$ cat config.mk
export PLATFORM = sky130hd
export DESIGN_NAME = edge_event_arbiter
export DESIGN_NICKNAME = d
export VERILOG_FILES = /design/src/rtl/edge_arb_pkg.sv /design/src/rtl/edge_capture_cell.sv /design/src/rtl/edge_event_arbiter.sv
export SDC_FILE = /design/constraint.sdc
export NUM_CORES = 1
export LEC_CHECK = 0
export CORE_MARGIN = 4
export CORE_UTILIZATION = 48
export DETAILED_ROUTE_END_ITERATION = 8
export HOLD_SLACK_MARGIN = 0.05
export PLACE_DENSITY = 0.82
export SYNTH_ARGS = -nofsm -noshare
export SYNTH_HDL_FRONTEND = slang
export SYNTH_HIERARCHICAL = 1
export SYNTH_SLANG_ARGS = --single-unit
$ cat constraint.sdc
create_clock -name clk -period 2.72 [get_ports clk]
set_input_delay 0.68 -clock clk [delete_from_list [all_inputs] [get_ports clk]]
set_output_delay 0.68 -clock clk [all_outputs]
set_load 0.005 [all_outputs]
$ cat src/rtl/edge_arb_pkg.sv
// Shared definitions for the edge event arbiter: default sizing, ID width
// helper and a round-robin first-set-bit search usable by other arbiters.
package edge_arb_pkg;

  // Default channel count when the top is instantiated without override.
  localparam int N_CH_DEFAULT = 4;

  // Widest request vector the round-robin helper supports.
  localparam int RR_MAX = 16;

  // Result of a round-robin search: whether any request was found and where.
  typedef struct packed {
    logic       found;
    logic [3:0] idx;
  } rr_grant_t;

  // Channel index width for a given channel count (never below one bit).
  function automatic int calc_id_w(input int n);
    return (n < 2) ? 1 : $clog2(n);
  endfunction

  // First set bit of req[n-1:0], searching ptr, ptr+1, ... and wrapping at n.
  // ptr must be below n; bits at or above n are ignored.
  function automatic rr_grant_t rr_first(input logic [RR_MAX-1:0] req,
                                         input logic [3:0] ptr,
                                         input int n);
    rr_grant_t r;
    int        c;
    r = '0;
    for (int k = 0; k < RR_MAX; k++) begin
      c = int'(ptr) + k;
      if (c >= n) c = c - n;
      if (k < n && !r.found && req[c[3:0]]) begin
        r.found = 1'b1;
        r.idx   = c[3:0];
      end
    end
    return r;
  endfunction

endpackage

$ cat src/rtl/edge_capture_cell.sv
// One channel of edge capture: previous-sample register, pending flag and
// sticky overflow flag.
module edge_capture_cell
  import edge_arb_pkg::*;
(
  input  logic clk,
  input  logic rst,
  input  logic sig_in,
  input  logic consume,
  input  logic ovf_clr,
  output logic pending,
  output logic ovf
);

  logic prev_reg;
  logic pending_reg;
  logic ovf_reg;
  logic rise;
  logic ovf_set;

  assign rise    = sig_in & ~prev_reg;
  // A new edge while still pending is an overflow unless the old event is
  // being consumed in the same cycle (then the new one simply replaces it).
  assign ovf_set = rise & pending_reg & ~consume;

  // Capture state; reset loads prev from the line so a held-high input is not an edge.
  always_ff @(posedge clk) begin
    if (rst) begin
      prev_reg    <= sig_in;
      pending_reg <= 1'b0;
      ovf_reg     <= 1'b0;
    end else begin
      prev_reg    <= sig_in;
      pending_reg <= (pending_reg & ~consume) | rise;
      ovf_reg     <= ovf_set | (ovf_reg & ~ovf_clr);
    end
  end

  assign pending = pending_reg;
  assign ovf     = ovf_reg;

endmodule

$ cat src/rtl/edge_event_arbiter.sv
// Multi-channel rising-edge capture with a round-robin scheduler presenting
// one event at a time on a valid/ready interface.
module edge_event_arbiter
  import edge_arb_pkg::*;
#(
  parameter  int N_CH = N_CH_DEFAULT,
  localparam int ID_W = calc_id_w(N_CH)
) (
  input  logic            clk,
  input  logic            rst,
  input  logic [N_CH-1:0] sig_in,
  input  logic [N_CH-1:0] en,
  input  logic            evt_ready,
  input  logic [N_CH-1:0] ovf_clr,
  output logic            evt_valid,
  output logic [ID_W-1:0] evt_id,
  output logic [N_CH-1:0] pending,
  output logic [N_CH-1:0] ovf
);

  logic            evt_valid_reg, evt_valid_next;
  logic [ID_W-1:0] evt_id_reg, evt_id_next;
  logic [ID_W-1:0] ptr_reg, ptr_next;
  logic [N_CH-1:0] consume;
  logic [N_CH-1:0] cand;
  logic            load;
  rr_grant_t       grant;

  genvar gi;
  generate
    for (gi = 0; gi < N_CH; gi++) begin : g_ch
      assign consume[gi] = evt_valid_reg & evt_ready & (evt_id_reg == ID_W'(gi));

      edge_capture_cell u_cell (
        .clk     (clk),
        .rst     (rst),
        .sig_in  (sig_in[gi]),
        .consume (consume[gi]),
        .ovf_clr (ovf_clr[gi]),
        .pending (pending[gi]),
        .ovf     (ovf[gi])
      );
    end
  endgenerate

  // The channel being consumed this cycle is excluded so it is not re-issued
  // from stale pending state.
  assign cand = pending & en & ~consume;
  assign load = ~evt_valid_reg | (evt_valid_reg & evt_ready);

  // Next output and pointer: reload only when idle or on a handshake.
  always_comb begin
    evt_valid_next = evt_valid_reg;
    evt_id_next    = evt_id_reg;
    ptr_next       = ptr_reg;
    grant          = rr_first(RR_MAX'(cand), 4'(ptr_reg), N_CH);
    if (load) begin
      if (grant.found) begin
        evt_valid_next = 1'b1;
        evt_id_next    = ID_W'(grant.idx);
        if (int'(grant.idx) == N_CH - 1) begin
          ptr_next = '0;
        end else begin
          ptr_next = ID_W'(grant.idx + 4'd1);
        end
      end else begin
        evt_valid_next = 1'b0;
      end
    end
  end

  // Output register and round-robin pointer.
  always_ff @(posedge clk) begin
    if (rst) begin
      evt_valid_reg <= 1'b0;
      evt_id_reg    <= '0;
      ptr_reg       <= '0;
    end else begin
      evt_valid_reg <= evt_valid_next;
      evt_id_reg    <= evt_id_next;
      ptr_reg       <= ptr_next;
    end
  end

  assign evt_valid = evt_valid_reg;
  assign evt_id    = evt_id_reg;

endmodule

# Word-level counts from Yosys, hierarchy flattened
# Cells that the tools add are included.
op_classes:
  add_sub_neg: 8
  n_lt_le_gt_ge: 8
  n_eq_ne: 4
  mux: 18
  n_bitwise: 50
  reduce_logical: 8
op_table:
  columns: ["operator", "n"]
  rows:
  - ["$and A1 B1 Y1", 25]
  - ["$lt A4 B5 Y1 const B", 4]
  - ["$mux W5", 4]
  - ["$bmux W1 S4", 4]
  - ["$mux W4", 4]
  - ["$not A1 Y1", 13]
  - ["$sub A3 B3 Y4 const B", 3]
  - ["$ge A3 B3 Y1 const B", 3]
  - ["$or A1 B1 Y1", 9]
  - ["$and A4 B4 Y4", 2]
  - ["$add A2 B2 Y3 const B", 2]
  - ["$mux W1", 5]
  - ["$eq A2 B2 Y1 const B", 2]
  - ["$eq A4 B3 Y1 const B", 1]
  - ["$not A4 Y4", 1]
  - ["$sub A2 B3 Y4 const B", 1]
  - ["$add A2 B1 Y3 const B", 1]
  - ["$ge A2 B3 Y1 const B", 1]
  - ["$logic_and A1 B1 Y1", 3]
  - ["$logic_not A1 Y1", 3]
  - ["$add A2 B1 Y2 const B", 1]
  - ["$eq A2 B1 Y1 const B", 1]
  - ["$logic_not A2 Y1", 1]
  - ["$mux W2", 1]
  - ["$reduce_and A2 Y1", 1]
totals:
  regBits: 17
  inputBits: 15
  out_inout_bits: 11
  wordCells: 111

# Logic depth before layout (Yosys ltp)
logic_depth:
  ltp_word: 18
  depth_mapped: 12
  mapped_depth_nobuf: 11

# By module
# Netlist, hierarchy kept.
modules_own_cells:
  columns: ["mod", "n_inst", "cells_each", "area_each_um2", "seq_area_each_um2"]
  rows:
  - ["edge_event_arbiter", 1, 77, 656.9, 100.1]
  - ["edge_capture_cell", 4, 9, 100.1, 60.1]

# Worst setup path after synthesis
# OpenSTA, ideal clock, no wires.
synth_timing:
  path_kind: "input port to flip-flop"
  start: "input port evt_ready"
  end: "register ptr_reg[1]"
  arrival_time_ps: 2411
  slack_ps: 194
  cell_stages: 9
  path_cell_list: "and4b_1 -> buf_6 -> or2_0 -> mux4_2 -> o21a_1 -> o22ai_2 -> ha_1 -> mux2i_1 -> nor2_1"
synth_lines:
  columns: ["element", "line", "source"]
  rows:
  - ["start, declared", "edge_event_arbiter.sv:13", "input logic evt_ready,"]
  - ["end signal, assigned", "edge_event_arbiter.sv:81", "ptr_reg <= ptr_next;"]
  - ["end, declared", "edge_event_arbiter.sv:23", "logic [ID_W-1:0] ptr_reg, ptr_next;"]

==> results.json <==
{
  "outcome": "finished clean",
  "critical_path_cell_list": "clkdlybuf4s50_1 > nand2_1 > or2_4 > mux4_2 > a21boi_2 > o22ai_2 > ha_1 > mux2i_1 > nor2_1",
  "drt_first_pass_iters": 4,
  "cts_post_setup_buffers_inserted": 0,
  "die_area_um2": 3020,
  "drt_drc_violations_left": 0,
  "h-tree-depth": 1,
  "initial_utilization_pct": 52.3,
  "grt_max_degree": 13,
  "cts.root.buffer_cell": "clkbuf_4",
  "yosys_warnings": 6,
  "final_critical_path_setup_slack_ns": 0.0985,
  "synthCells": 113,
  "max_slew_margin_pct": 68.0,
  "highest_count_cells_in_the_layout_ignoring_fill_and_taps": "clkdlybuf4s50_1 (24), buf_4 (18), dfxtp_1 (17)",
  "antenna_found_initial": 0,
  "postLayoutCoreUtil_pct": 73.1,
  "globalRouteOverflowTotal": 0,
  "detailedRoute.firstIterationViolations": 25,
  "place_worst_setup_slack_ns": -0.357,
  "chipHeight_um": 54.9,
  "ctsHoldBuffers": 0,
  "detailed_place_hpwl_um": 2100,
  "power.total_w": 0.000885,
  "worst_pin_slew_ns": 0.478,
  "post_route_cells_drive_above_1_share_pct": 21.7,
  "power_density_nw_per_um2": 599,
  "cp_data_arrival_time_ns": 2.79,
  "library_cell_contributing_the_largest_single_delay_on_the_critical_path": "mux4_2",
  "setup.worst_path.class": "in2reg",
  "layout.filler_cells": 153,
  "gpl.final_weighted_congestion": 0.833,
  "rows": 16,
  "critPathCaptureType": "flip-flop",
  "synth.net_count": 132,
  "synth.top_cell.area_share_pct": 32.2,
  "leakage_nw": 0.585,
  "rsz0062_at_grt": "no",
  "setup_violations": 0,
  "cap_violations": 0,
  "route.vias.total": 1046,
  "detail_route.wirelength_um": 2650,
  "crit_path_max_fanout": 3,
  "grt_pass1_vias": 1080,
  "period_needed_ns": 2.62,
  "design.portCount": 26,
  "diodes": 0,
  "critical_path.startpoint_type": "input port",
  "multi_input_comb_area_um2": 674,
  "synth_area_leaders": "dfxtp_1 (32%), nand2b_1 (7.1%), a21oi_1 (4.7%)",
  "timing.critical_path.slowest_cell_delay_ns": 0.51,
  "layout_commonest_cell": "clkdlybuf4s50_1",
  "port_buffers": 25,
  "grt_first_pass_wirelength_um": 4500,
  "chipWidth_um": 54.9,
  "synth_seq_area_share_pct": 32.2,
  "worst-endpoint-required_ns": 2.88,
  "area_growth_pct": 39.8,
  "final-hold-violation-count": 0,
  "clk-insertion-delay-late_ns": 0.28,
  "synthesis.area_um2": 1060,
  "ant_nets": 0,
  "ff_latch_area_um2": 340,
  "layout.nets": 177,
  "ys_ff_latch": 17,
  "final_min_period_over_clock_period_pct": 96.4,
  "viasPerCell": 5.68,
  "yosysUniqueCellTypes": 43,
  "clk_transition_reported_paths_ns": 0.10,
  "clock_sinks": 17,
  "core_region_area_um2": 2020,
  "post_synth.cell_area_avg_um2": 9.36,
  "max_freq_ghz": 0.381,
  "clock_tree.buffer_depth": 2,
  "timing.clock.skew_ns": 0.00111,
  "hold_class": "reg2reg",
  "synth.largest_area_cell": "dfxtp_1",
  "drv_slew": 0,
  "routed_wire_length_per_instance_um": 14.4,
  "worst_ir_drop_on_vdd_mv": 0.394,
  "cts_inserted_buffers": 3,
  "grt_use_total_pct": 20.1,
  "cts_tree": "built"
}
cell type report:
class                           instances  area share (%)
Clock buffer                            4            1.78
Inverter                                5            1.27
Multi-Input combinational cell         88            45.6
Sequential cell                        17            23.0
Tap cell                               27            2.29
Timing Repair Buffer                   43            26.0
power breakdown:
| group | internal [W] | switching [W] |
|---|---|---|
| Clock | 0.0000568 | 0.0000782 |
| Sequential | 0.000281 | 0.0000315 |
| Combinational | 0.000236 | 0.000201 |
per-stage QoR:
| stage | hold slack [ns] | instances | setup TNS [ns] | area (um2) |
|---|---|---|---|---|
| 2_1_floorplan | 0.460 | 113 | 0 | 1060 |
| 3_3_place_gp | 0.458 | 180 | -0.920 | 1440 |
| 3_5_place_dp | 0.468 | 180 | -1.28 | 1440 |
| 4_1_cts | 0.484 | 184 | 0 | 1470 |
| 5_1_grt | 0.504 | 184 | 0 | 1480 |
| 6_report | 0.479 | 184 | 0 | 1480 |
routing by layer:
metal  wire length (um)  GRT usage [%]
met5                  0              0
met2               1380           38.4
met1               1080           22.0
met3                121           2.95
met4                 58           7.29
worst max-delay path: cells and delay by family:
| family | cells | cell delay [ns] |
|---|---|---|
| buffers and inverters | 1 | 0.47 |
| AOI/OAI and AO/OA | 2 | 0.34 |
| muxes | 2 | 0.64 |
| and+or+nand+nor | 3 | 0.38 |
| adders and majority gates | 1 | 0.26 |
logic make-up (layout without fill, tap and decap cells):
| kind of cell | Yosys count | after routing | synth area share [%] |
|---|---|---|---|
| adder cells (fa/ha/maj) | 4 | 4 | 4.73 |
| multiplexers | 3 | 3 | 5.21 |
| flip-flops | 17 | 17 | 32.2 |
| AO/OA/AOI/OAI | 34 | 34 | 24.9 |
| AND/OR/NAND/NOR | 47 | 47 | 28.0 |
| buffers and inverters | 8 | 52 | 4.97 |
repair_timing:
item,4_1_cts,5_1_grt
setup endpoints to repair,2,1
pin swaps,0,2
resized for setup,1,3
synth_stat cells (all sizes together):
| cell type | number |
|---|---|
| o21a | 2 |
| or2 | 3 |
| nand4bb | 4 |
| nand2 | 9 |
| and2 | 1 |
| buf | 3 |
| o2111ai | 1 |
| a41oi | 2 |
| a31oi | 1 |
| o22ai | 3 |
| a21oi | 10 |
| nand3b | 2 |
| dfxtp | 17 |
| o32ai | 1 |
| nand4b | 1 |
| o2bb2ai | 1 |
| a21boi | 1 |
| mux2i | 1 |
| inv | 5 |
| nor2 | 4 |
| o32a | 2 |
| and4bb | 1 |
| nand2b | 12 |
| ha | 4 |
| nand3 | 6 |
| o211ai | 1 |
| and3 | 1 |
| mux4 | 2 |
| o211a | 1 |
| a32oi | 1 |
| and2b | 1 |
| and4b | 1 |
| o311a | 1 |
| o21ai | 2 |
| nand4 | 1 |
| a2bb2oi | 2 |
| o31a | 2 |
worst paths after layout:
| kind | cells after the start | startpoint | endpoint | slack (ns) |
|---|---|---|---|---|
| max | 9 | en[0] | ptr_reg[1]$_SDFFE_PP0P_ | 0.1 |
| max reg2reg | 8 | ptr_reg[0]$_SDFFE_PP0P_ | ptr_reg[1]$_SDFFE_PP0P_ | 0.34 |
| min | 2 | g_ch[0].u_cell/ovf$_SDFF_PP0_ | g_ch[0].u_cell/ovf$_SDFF_PP0_ | 0.48 |
| min reg2reg | 2 | g_ch[0].u_cell/ovf$_SDFF_PP0_ | g_ch[0].u_cell/ovf$_SDFF_PP0_ | 0.48 |
Note: power is estimated with default switching activity, not from simulation.
